[src/rtl/dlx_trace_buffer.sv]
// rtl/dlx_trace_buffer.sv - multi-channel DLX trace capture FIFO with halt/post-trigger freeze
module dlx_trace_buffer #(
  parameter int NCH   = 2,
  parameter int AW    = 16,
  parameter int DW    = 32,
  parameter int DEPTH = 16,
  parameter int POST  = 8
) (
  input  logic                                     clk,
  input  logic                                     reset_n,
  input  logic [NCH-1:0]                           ch_valid,
  input  logic [NCH*AW-1:0]                        ch_addr,
  input  logic [NCH*DW-1:0]                        ch_data,
  input  logic [NCH*2-1:0]                         ch_tag,
  input  logic                                     halt,
  input  logic                                     arm,
  input  logic                                     out_ready,
  output logic                                     out_valid,
  output logic [((NCH > 1) ? $clog2(NCH) : 1)-1:0] out_ch,
  output logic [AW-1:0]                            out_addr,
  output logic [DW-1:0]                            out_data,
  output logic [1:0]                               out_tag,
  output logic                                     out_lost,
  output logic [$clog2(DEPTH):0]                   count,
  output logic [1:0]                               state,
  output logic [15:0]                              drop_cnt
);

  localparam int CW   = (NCH > 1) ? $clog2(NCH) : 1;
  localparam int PW   = $clog2(DEPTH);
  localparam int CNTW = PW + 1;
  localparam int EW   = 1 + 2 + DW + AW + CW;
  localparam logic [CNTW-1:0] FULL   = CNTW'(DEPTH);
  localparam logic [CNTW-1:0] POST_V = CNTW'(POST);

  typedef enum logic [1:0] {
    ST_RUN    = 2'd0,
    ST_POST   = 2'd1,
    ST_FROZEN = 2'd2
  } state_t;

  state_t          state_q, state_d;
  logic [PW-1:0]   wr_ptr_q, wr_ptr_d, rd_ptr_q, rd_ptr_d;
  logic [CNTW-1:0] count_q, count_d, post_q, post_d;
  logic [15:0]     drop_q, drop_d;
  logic            pend_q, pend_d;
  logic [CW-1:0]   rr_q, rr_d, grant_ch;
  logic            grant, push, pop, capture_en;
  logic [2:0]      nvalid, ndrop;
  logic [16:0]     drop_sum;
  logic [EW-1:0]   wr_entry, head;
  logic [AW-1:0]   sel_addr;
  logic [DW-1:0]   sel_data;
  logic [1:0]      sel_tag;
  int              idx;
  logic [EW-1:0]   mem_q [DEPTH];

  // Round-robin search starts at rr_q, the channel after the last grant.
  always_comb begin
    grant    = 1'b0;
    grant_ch = '0;
    nvalid   = '0;
    idx      = 0;
    for (int i = 0; i < NCH; i++) begin
      idx = int'(rr_q) + i;
      if (idx >= NCH) idx = idx - NCH;
      for (int j = 0; j < NCH; j++) begin
        if (j == idx && ch_valid[j] && !grant) begin
          grant    = 1'b1;
          grant_ch = CW'(j);
        end
      end
      nvalid = nvalid + 3'(ch_valid[i]);
    end
  end

  always_comb begin
    sel_addr = '0;
    sel_data = '0;
    sel_tag  = '0;
    for (int j = 0; j < NCH; j++) begin
      if (grant_ch == CW'(j)) begin
        sel_addr = ch_addr[j*AW +: AW];
        sel_data = ch_data[j*DW +: DW];
        sel_tag  = ch_tag[j*2 +: 2];
      end
    end
    wr_entry = {pend_q, sel_tag, sel_data, sel_addr, grant_ch};
  end

  assign head      = mem_q[rd_ptr_q];
  assign out_valid = (count_q != '0);
  assign out_ch    = head[CW-1:0];
  assign out_addr  = head[CW +: AW];
  assign out_data  = head[CW+AW +: DW];
  assign out_tag   = head[CW+AW+DW +: 2];
  assign out_lost  = head[EW-1];
  assign count     = count_q;
  assign state     = state_q;
  assign drop_cnt  = drop_q;

  assign capture_en = (state_q != ST_FROZEN);
  assign pop        = out_valid && out_ready;
  // A full FIFO still accepts when the head leaves on the same edge.
  assign push       = capture_en && grant && ((count_q != FULL) || pop);
  assign ndrop      = capture_en ? (nvalid - 3'(push)) : 3'd0;
  assign drop_sum   = {1'b0, drop_q} + 17'(ndrop);

  always_comb begin
    wr_ptr_d = push ? wr_ptr_q + PW'(1) : wr_ptr_q;
    rd_ptr_d = pop ? rd_ptr_q + PW'(1) : rd_ptr_q;
    unique case ({push, pop})
      2'b10:   count_d = count_q + CNTW'(1);
      2'b01:   count_d = count_q - CNTW'(1);
      default: count_d = count_q;
    endcase
    rr_d    = (capture_en && grant) ?
              ((int'(grant_ch) == NCH - 1) ? '0 : grant_ch + CW'(1)) : rr_q;
    drop_d  = drop_sum[16] ? 16'hFFFF : drop_sum[15:0];
    pend_d  = (pend_q && !push) || (ndrop != 3'd0);
    state_d = state_q;
    post_d  = post_q;
    unique case (state_q)
      ST_RUN: begin
        if (halt) begin
          if (POST == 0) begin
            state_d = ST_FROZEN;
          end else begin
            state_d = ST_POST;
            post_d  = POST_V;
          end
        end
      end
      ST_POST: begin
        if (push) begin
          post_d = post_q - CNTW'(1);
          if (post_q == CNTW'(1)) state_d = ST_FROZEN;
        end
      end
      default: begin
        if (arm && count_q == '0) begin
          state_d = ST_RUN;
          drop_d  = '0;
          pend_d  = 1'b0;
        end
      end
    endcase
  end

  always_ff @(posedge clk or negedge reset_n) begin
    if (!reset_n) begin
      state_q  <= ST_RUN;
      wr_ptr_q <= '0;
      rd_ptr_q <= '0;
      count_q  <= '0;
      post_q   <= '0;
      drop_q   <= '0;
      pend_q   <= 1'b0;
      rr_q     <= '0;
    end else begin
      state_q  <= state_d;
      wr_ptr_q <= wr_ptr_d;
      rd_ptr_q <= rd_ptr_d;
      count_q  <= count_d;
      post_q   <= post_d;
      drop_q   <= drop_d;
      pend_q   <= pend_d;
      rr_q     <= rr_d;
    end
  end

  // Entry storage is left uninitialised; occupancy alone defines validity.
  always_ff @(posedge clk) begin
    if (push) mem_q[wr_ptr_q] <= wr_entry;
  end

endmodule

[config.mk]
export PLATFORM = sky130hd
export DESIGN_NAME = dlx_trace_buffer
export DESIGN_NICKNAME = d
export VERILOG_FILES = /design/src/rtl/dlx_trace_buffer.sv
export SDC_FILE = /design/constraint.sdc
export NUM_CORES = 1
export LEC_CHECK = 0
export ABC_AREA = 1
export BUFFER_PORTS_ARGS = -buffer_cell sky130_fd_sc_hd__clkbuf_2
export CAP_MARGIN = 25
export CORE_MARGIN = 1
export CORE_UTILIZATION = 57
export DETAILED_ROUTE_END_ITERATION = 6
export PLACE_DENSITY = 0.74
export SKIP_LAST_GASP = 1
export SLEW_MARGIN = 20
export SYNTH_ARGS = -nofsm -noshare
export SYNTH_HDL_FRONTEND = slang
export SYNTH_SLANG_ARGS = --single-unit
[constraint.sdc]
create_clock -name clk -period 5.2 [get_ports clk]
set_input_delay 0.78 -clock clk [delete_from_list [all_inputs] [get_ports clk]]
set_output_delay 0.78 -clock clk [all_outputs]
set_load 0.05 [all_outputs]
After elaboration in Yosys (flattened, before gate mapping). Memory sizes are Yosys's and may differ from the RTL's. Cells that the tools add are included.

Add/subtract/negate cells: 12. Magnitude comparators: 2. Equality and inequality tests: 11. Multiplexer cells: 30. Reduce and logical (&&, ||, !) cells: 30.

Operator list (count): $mux 32 (3); $eq 2x32->1 const A (2); $logic_not 32->1 (2); $mux 16 (4); $pmux 5 s2 (2); $add 16x3->17 (1); $logic_and 1x1->1 (12); $mux 1 (12); $mux 2 (5); $mux 5 (2); $sub 5x1->5 const B (2); $add 4x1->4 const B (2); $ne 2x2->1 const B (4); $reduce_bool 3->1 (2); $add 5x1->5 const B (1); $eq 5x1->1 const B (1); $logic_not 5->1 (1); $ne 5x5->1 const B (1); $reduce_bool 5->1 (1); $eq 2x1->1 const B (2); $logic_not 1->1 (4); $pmux 2 s2 (1); $reduce_and 4->1 (1); $reduce_bool 2->1 (2); 14 further kinds (15).

Bits in registers: 38. Bits in writable memories: 832. Input bits: 107. Output and inout bits: 76. Word-level logic and storage cells: 94. Memories kept: 1.

Memory list: mem_q (depth 16, width 52, read ports 1, clocked after Yosys merged registers in 0, wr ports 1, line 56) `logic [EW-1:0] mem_q [DEPTH];`.

Depth between registers and ports, before layout. Gate-level depths: netlist (run 1).

Depth in word-level cells: 22. Depth in mapped cells: 23. Mapped depth without buffers: 22.

Worst setup path after synthesis (run 1). No wires, ideal clock.

Path kind: reg2reg. Start point: register state_q[1] (netlist: state[1]). End point: memory mem_q[0][0] (netlist name) (enable). Setup time: 0.462 ns. Arrival: 3.620 ns. Data required time: 4.738 ns. Path slack: 1.118 ns. Stages on the path, launching flop included: 9. Buffers on the path: 1. Period minus slack after synthesis: 4.082 ns. Path through: dfrtp_1 -> inv_1 -> nor2_4 -> nor2_1 -> nand2_2 -> inv_1 -> buf_4 -> nand2_1 -> nor2_1.

Longest elaborated chain between the ends: 5.

Ends and longest elaborated chain: start, declared (line 42) `state_t state_q, state_d;`; start signal, assigned (line 161) `state_q <= state_d;`; $ne 2x2->1 (line 102) `assign capture_en = (state_q != ST_FROZEN);`; $logic_and 1x1->1 (2 in a row) (line 105) `assign push = capture_en && grant && ((count_q != FULL) || pop);`; named net push (line 48) `logic grant, push, pop, capture_en;`; $mux 1 (line 174) `if (push) mem_q[wr_ptr_q] <= wr_entry;`; $mux 1 (implied by the code) (line 174); end, declared (line 56).

The timed path passes the listed nets, and every way through them passes these cells.

Worst setup path after layout (run 1).
Start point: register rd_ptr_q[1]. End point: output port out_data[23].

Longest elaborated chain between the ends: 1.

Ends and longest elaborated chain: start, declared (line 43) `logic [PW-1:0] wr_ptr_q, wr_ptr_d, rd_ptr_q, rd_ptr_d;`; start signal, assigned (line 163) `rd_ptr_q <= rd_ptr_d;`; $mem_v2 16x52; end, declared (line 21) `output logic [DW-1:0] out_data,`.

No other way between the ends.

==> results of run 1 <==
-- final timing paths --
kind	from	endpoint	slack (ns)	cells past startpoint
max	rd_ptr_q[1]	out_data[23]	1.03	6
min	reset_n	drop_cnt[9]	0.20	2
max reg2reg	state[1]	drop_cnt[7]	1.51	20
min reg2reg	count[3]	count[3]	0.55	2
max in group asynchronous	reset_n	rd_ptr_q[1]	4.60	2
min in group clk	out_ready	rd_ptr_q[0]	0.51	3
-- through the flow --
stage | setup WS [ns] | cell area (µm²)
2_1_floorplan | 1.118 | 35580
3_3_place_gp | 1.317 | 37410
3_5_place_dp | 1.247 | 37440
4_1_cts | 1.084 | 40010
5_1_grt | 0.9072 | 40070
6_report | 1.028 | 40070
-- cells by family (layout without fill, tap and decap cells) --
group                    after synthesis  count (layout)  share of synthesized area, %
AND/OR/NAND/NOR                      900             900                         10.04
flip-flops                           870             870                         72.90
AO/OA/AOI/OAI                        752             752                         12.06
buffers and inverters                340             531                         3.858
adder cells (fa/ha/maj)               19              19                        0.7104
XOR/XNOR                              18              18                        0.4431
-- state kept, by name, indices dropped and copies added (netlist names) --
signal and cells:
wr_ptr_q 4, rr_q 1, pend_q 1, post_q 5, mem_q 832, drop_cnt 16
count 5, state 2, rd_ptr_q 4
-- routing by layer --
metal  vias to the layer above  GRT usage, %
li1                      10693             -
met2                      1055         45.72
met3                       137         3.074
met1                     11545         36.07
met5                         -             0
met4                         0         8.745
-- placed cells by master, fill, tap and decap left out, drive strengths merged, types with 4 or more instances in the layout --
cell    count
a21oi     112
ha         17
edfxtp    832
buf        45
clkbuf    286
xnor2       4
nand4       6
dfrtp      38
xor2       14
o211ai    208
nand2     282
clkinv     33
bufinv      6
inv       159
o21ai     429
nor2      482
nand3     127
-- power breakdown --
group | internal (mW) | switching, mW | total (mW)
Clock | 3.27 | 2.48 | 5.75
Combinational | 2.29 | 7.10 | 9.39
Sequential | 8.90 | 0.453 | 9.35
-- area by class of cell --
cell class,count,share of cell area (%)
sequential,870,64.76
multi-input combinational,1689,20.97
clock buffer,104,5.434
timing repair buffer,227,3.766
tap,837,2.614
inverter,154,1.474
clock inverter,46,0.9806
==> results.ini, run 1 <==
[run_status]
status = complete, no violations

[layout]
stdcell_count = 3927
multi_input_area_um2 = 8402
area_growth_pct = 12.61
fillers = 4429
final_core_util_pct = 64.92
drive_gt1_share_pct = 11.88
regArea_um2 = 25950
diodes = 0
nNetsFinal = 3151

[synth]
synth.most_common_cell = edfxtp_1
synthArstFlopShare_pct = 4.368
yosys_warnings = 0
synth_edf_count = 832
synth_top_area_share_pct = 70.22
syn_inst = 2899
netlist_area_um2 = 35580
ys_seq_area_share_pct = 72.90
ys_types = 28
post_synth_main_area_contributors = edfxtp_1 (70%), o21ai_0 (6.0%), nor2_1 (5.1%)
syn_area_per_cell_um2 = 12.27
syn_nets = 3025
synth.largest_area_cell = edfxtp_1
ys_ff_latch = 870
synth_common_cells = edfxtp_1 (832), nor2_1 (481), o21ai_0 (429)
synth_ff_type = edfxtp_1

[clocking]
clock_sinks = 870
cts_setup_buffers = 0
postCtsHoldBufs = 0
clock_latency_ns = 0.63
htreeDepth = 3
cts_buffers = 83
clk_pin_slew_ns = 0.06
tritoncts = yes
root_buffer = clkbuf_16
clockBufferDepth = 3
cts.repair.resized = 0

[sta]
holdWs_ns = 0.2010
finalCritPeriodShare_pct = 80.24
slew_violations = 0
fin_worst_skew_ns = 0.01992
hold_viol_final = 0
worst_slew_pin_slew_ns = 1.115
setup_viol = 0
setup_tns_ns = 0
timing.fmax_mhz = 239.7
slew_headroom_pct = 25.70
period_needed_ns = 4.172
rsz0062_at_grt = false

[floorplanning]
die-area_um2 = 63420
die_w_um = 251.8
initial_core_util_pct = 57.65
ios = 183
fp-row-count = 91
coreArea_um2 = 61710
die_y_um = 251.8

[worst_setup_path]
crit_buf_inv = 2
critPathLaunchType = flop
cp.required_ns = 4.42
slowest_stage = dfrtp_4
worstPathMaxFanout = 74
cp.arrival_ns = 3.39
path_cells = buf_4 > o21ai_0 > o211ai_1 > nand3_1 > nand2_1 > clkbuf_2
cp-end-kind = primary output
path_class = flop to primary output
worst_path_largest_cell_delay_ns = 0.94
cpLargestDelayFamily = buffers and inverters

[routing]
wl_met1_um = 33880
drtIter0Drc = 2721
dr_wl_met3_um = 6626
wirelength_um = 85440
drtPass1Iterations = 5
postRouteAntennaNets = 0
avgRoutedWirePerCell_um = 21.76
highest_layer = met4
wl_met2_um = 43090
drcViolationCount = 0
route.vias.total = 23430
vias_per_cell = 5.966

[run]
max_cap_viol_count = 0

[pwr]
p_total_mw = 24.49
ir_drop_mv = 0.5623
p_per_area_nw_per_um2 = 611.4
leakagePower_nw = 14.11

[global_route]
grt_util_all_layers_pct = 26.76
grt_overflow = 0
first_global_vias = 22411
grt_pass1_wl_um = 128300
grt_max_degree = 325
antenna_found_initial = 0

[place]
gp_congestion = 0.7941
dpl.cell_count = 3775
dp_hpwl_um = 42770
port_buffers = 182

[worst_hold_path]
min_path_type = primary input to async pin

Power figures use the tool's default switching activity.
==> run 2: changes to the inputs <==
- clock period: 5.2 -> 4.1 ns (I/O delays scaled with it)
==> run 2 against run 1 <==
Core utilization up 0.46 points. Count of clock-buffer cells in the layout unchanged. Power up 29%. Sequential share of layout area down 0.46 points. Die area unchanged. Sequential power up 26%. Largest power group unchanged.
==> results.ini, run 2 (synthesis gave the netlist of run 1 again) <==
[clocking]
clock_sinks = 870  ; unchanged
cts_setup_buffers = 0  ; unchanged
clock_latency_ns = 0.64  ; about the same
tritoncts = yes
cts.repair.resized = 0  ; unchanged
clk_pin_slew_ns = 0.06  ; about the same
root_buffer = clkbuf_16
clockBufferDepth = 3  ; unchanged
htreeDepth = 3  ; unchanged
cts_buffers = 86  ; +3.6%

[sta]
fin_worst_skew_ns = 0.02871  ; +0.008795 ns
slew_headroom_pct = 28.20  ; +2.5 points
slew_violations = 0  ; unchanged
worst_slew_pin_slew_ns = 1.077  ; -0.03745 ns
period_needed_ns = 3.738
setup_tns_ns = 0  ; unchanged
setup_viol = 0  ; unchanged
rsz0062_at_grt = false
hold_viol_final = 0  ; unchanged
finalCritPeriodShare_pct = 91.18
timing.fmax_mhz = 267.5

[worst_hold_path]
min_path_type = primary input to flop
hold_path_depth = 3
whs_endpoint = state[0]
min_from = halt

[global_route]
grt_max_degree = 200  ; -38%
grt_overflow = 0  ; unchanged
use_met2_pct = 46.88  ; +1.2 points
grt_util_all_layers_pct = 27.63  ; +0.87 points
grt_pass1_wl_um = 132300  ; +3.1%
grt_most_used_layer = met2
met3_usage_pct = 3.889  ; +0.82 points
use_met1_pct = 36.45  ; +0.38 points
antenna_found_initial = 0  ; unchanged
first_global_vias = 23214  ; +3.6%

[worst_setup_path]
cp.arrival_ns = 3.12  ; -0.27 ns
r2r_start = state[1]
worst_path_largest_cell_delay_ns = 0.79  ; -0.15 ns
worstPathMaxFanout = 116  ; +57%
slowest_stage = buf_4
critPathLaunchType = flop
r2r_cells = 20  ; unchanged
path_cells = buf_4 > o21ai_0 > o211ai_1 > nand3_1 > nand2_1 > clkbuf_2
cp.required_ns = 3.48  ; -0.94 ns
path_class = flop to primary output
timing.rr.end = drop_cnt[7]
cp-end-kind = primary output
cpLargestDelayFamily = buffers and inverters
crit_buf_inv = 2  ; unchanged
r2r_slack_ns = 0.70  ; -0.81 ns

[pwr]
swShare_pct = 40.77  ; -0.20 points
seqPwrFrac_pct = 37.4  ; -0.8 points
p_int_mw = 18.72  ; +29%
p_per_area_nw_per_um2 = 783.1  ; +28%
ir_drop_mv = 0.6475  ; +15%
leakagePower_nw = 14.26  ; +1.0%
clockPowerShare_pct = 24.1  ; +0.6 points
p_sw_mw = 12.88  ; +28%
combPwrFrac_pct = 38.5  ; +0.2 points

[routing]
wirelength_um = 87720  ; +2.7%
route.vias.total = 23782  ; +1.5%
drcViolationCount = 0  ; unchanged
avgRoutedWirePerCell_um = 22.24  ; +2.2%
vias_per_cell = 6.030  ; +1.1%
drtPass1Iterations = 7  ; +2
postRouteAntennaNets = 0  ; unchanged
drtIter0Drc = 2656  ; -2.4%

[floorplanning]
die-area_um2 = 63420  ; unchanged
ios = 183  ; unchanged
initial_core_util_pct = 57.65  ; unchanged
die_w_um = 251.8  ; unchanged
fp-row-count = 91  ; unchanged
die_y_um = 251.8  ; unchanged
coreArea_um2 = 61710  ; unchanged

[layout]
diodes = 0  ; unchanged
largest_reg_flops = 832  ; unchanged
drive_gt1_share_pct = 12.20  ; +0.32 points
nNetsFinal = 3168  ; +0.54%
stdcell_count = 3944  ; +0.43%
final_common_cell = edfxtp_1
area_growth_pct = 13.42
max_flop_register = mem_q
final_cell_mix = edfxtp_1 (832), nor2_1 (465), o21ai_0 (429), nand2_1 (280), o211ai_1 (208)
fillers = 4440  ; +0.25%

[run_status]
status = complete, no violations

[place]
port_buffers = 182  ; unchanged
dpl.cell_count = 3788  ; +0.34%
dp_hpwl_um = 45630  ; +6.7%
gp_congestion = 0.8065  ; +1.6%

[run]
max_cap_viol_count = 0  ; unchanged

## run 2: cell count changes in the layout (fill, tap and decap cells not counted)
cell / change
inv_6: -4
clkbuf_16: +3
clkinv_2: -6
inv_4: +1
buf_12: +7
buf_4: +8
buf_16: -2
bufinv_16: +2
clkbuf_1: -4
clkbuf_8: +1
clkinv_8: +1
dlygate4sd3_1: +1
clkinv_1: +8
clkinv_4: +1
## run 2: final cells by class
cell class              instances  area, µm²  area share, %
clock buffers                 104       2251          5.578
clock inverters                49      451.7          1.119
inverters                     154      588.1          1.457
multi-input cells            1689       8402          20.82
flip-flops and latches        870      25950          64.30
well taps                     837       1047          2.595
repair buffers                241       1664          4.124
## run 2: through the flow
step | cell area [µm²] | hold WS [ns] | worst slack (ns) | power, mW | utilization (%)
detailed placement | 37590 | 0.5424 | 0.5258 | 24.02 | 60.91
CTS | 40290 | 0.1447 | 0.3089 | 31.61 | 65.29
global route | 40350 | 0.3598 | 0.2035 | 33.04 | 65.39
finish | 40350 | 0.3452 | 0.3617 | 31.60 | 65.39
floorplan | 35580 | 0.3194 | 0.01819 | 20.31 | -
global placement | 37590 | 0.5203 | 0.6042 | 23.63 | 60.91
## run 2: repair_timing
| item | 4_1_cts | 5_1_grt |
|---|---|---|
| hold buffers | 0 | 1 |
| hold endpoints to repair | 0 | 10 |
| setup endpoints to repair | 0 | 0 |
## run 2: worst reg2reg max path: stages, from the launching register on
cell	delay (ns)
dfrtp_1	0.44
inv_1	0.14
nor2_4	0.06
nor2_1	0.19
nand2_2	0.12
inv_1	0.09
ha_1	0.22
inv_1	0.06
ha_1	0.21
inv_1	0.07
nor2_1	0.05
ha_1	0.22
fa_1	0.45
nand2_1	0.09
nand2_1	0.09
nand3_1	0.16
inv_1	0.09
nand2_1	0.24
nand2_1	0.08
o21ai_0	0.16
inv_1	0.06
## run 2: worst max-delay path by stage
stage	start	endpoint	cells after the start
final	rd_ptr_q[0]	out_addr[10]	6
after global placement	ch_valid[0]	drop_cnt[7]	20
after detailed placement	ch_valid[0]	drop_cnt[7]	20
after CTS	rd_ptr_q[0]	out_data[3]	6
after global routing	rd_ptr_q[0]	out_data[4]	6
after floorplan	state[1]	mem_q[0][0]	8
## run 2: power groups by stage
| stage | clock, mW | combinational (mW) | sequential [mW] |
|---|---|---|---|
| 2_1_floorplan | 0 | 8.24 | 12.1 |
| 3_3_place_gp | 0 | 11.7 | 11.9 |
| 3_5_place_dp | 0 | 12.0 | 12.0 |
| 4_1_cts | 7.68 | 12.1 | 11.8 |
| 5_1_grt | 7.99 | 13.2 | 11.9 |
| 6_report | 7.61 | 12.2 | 11.8 |
## run 2: layer usage
metal,vias up,share of wire (%)
met2,1188,50
li1,10715,-
met1,11671,39
met3,208,8.2
met5,-,0
met4,0,3.1
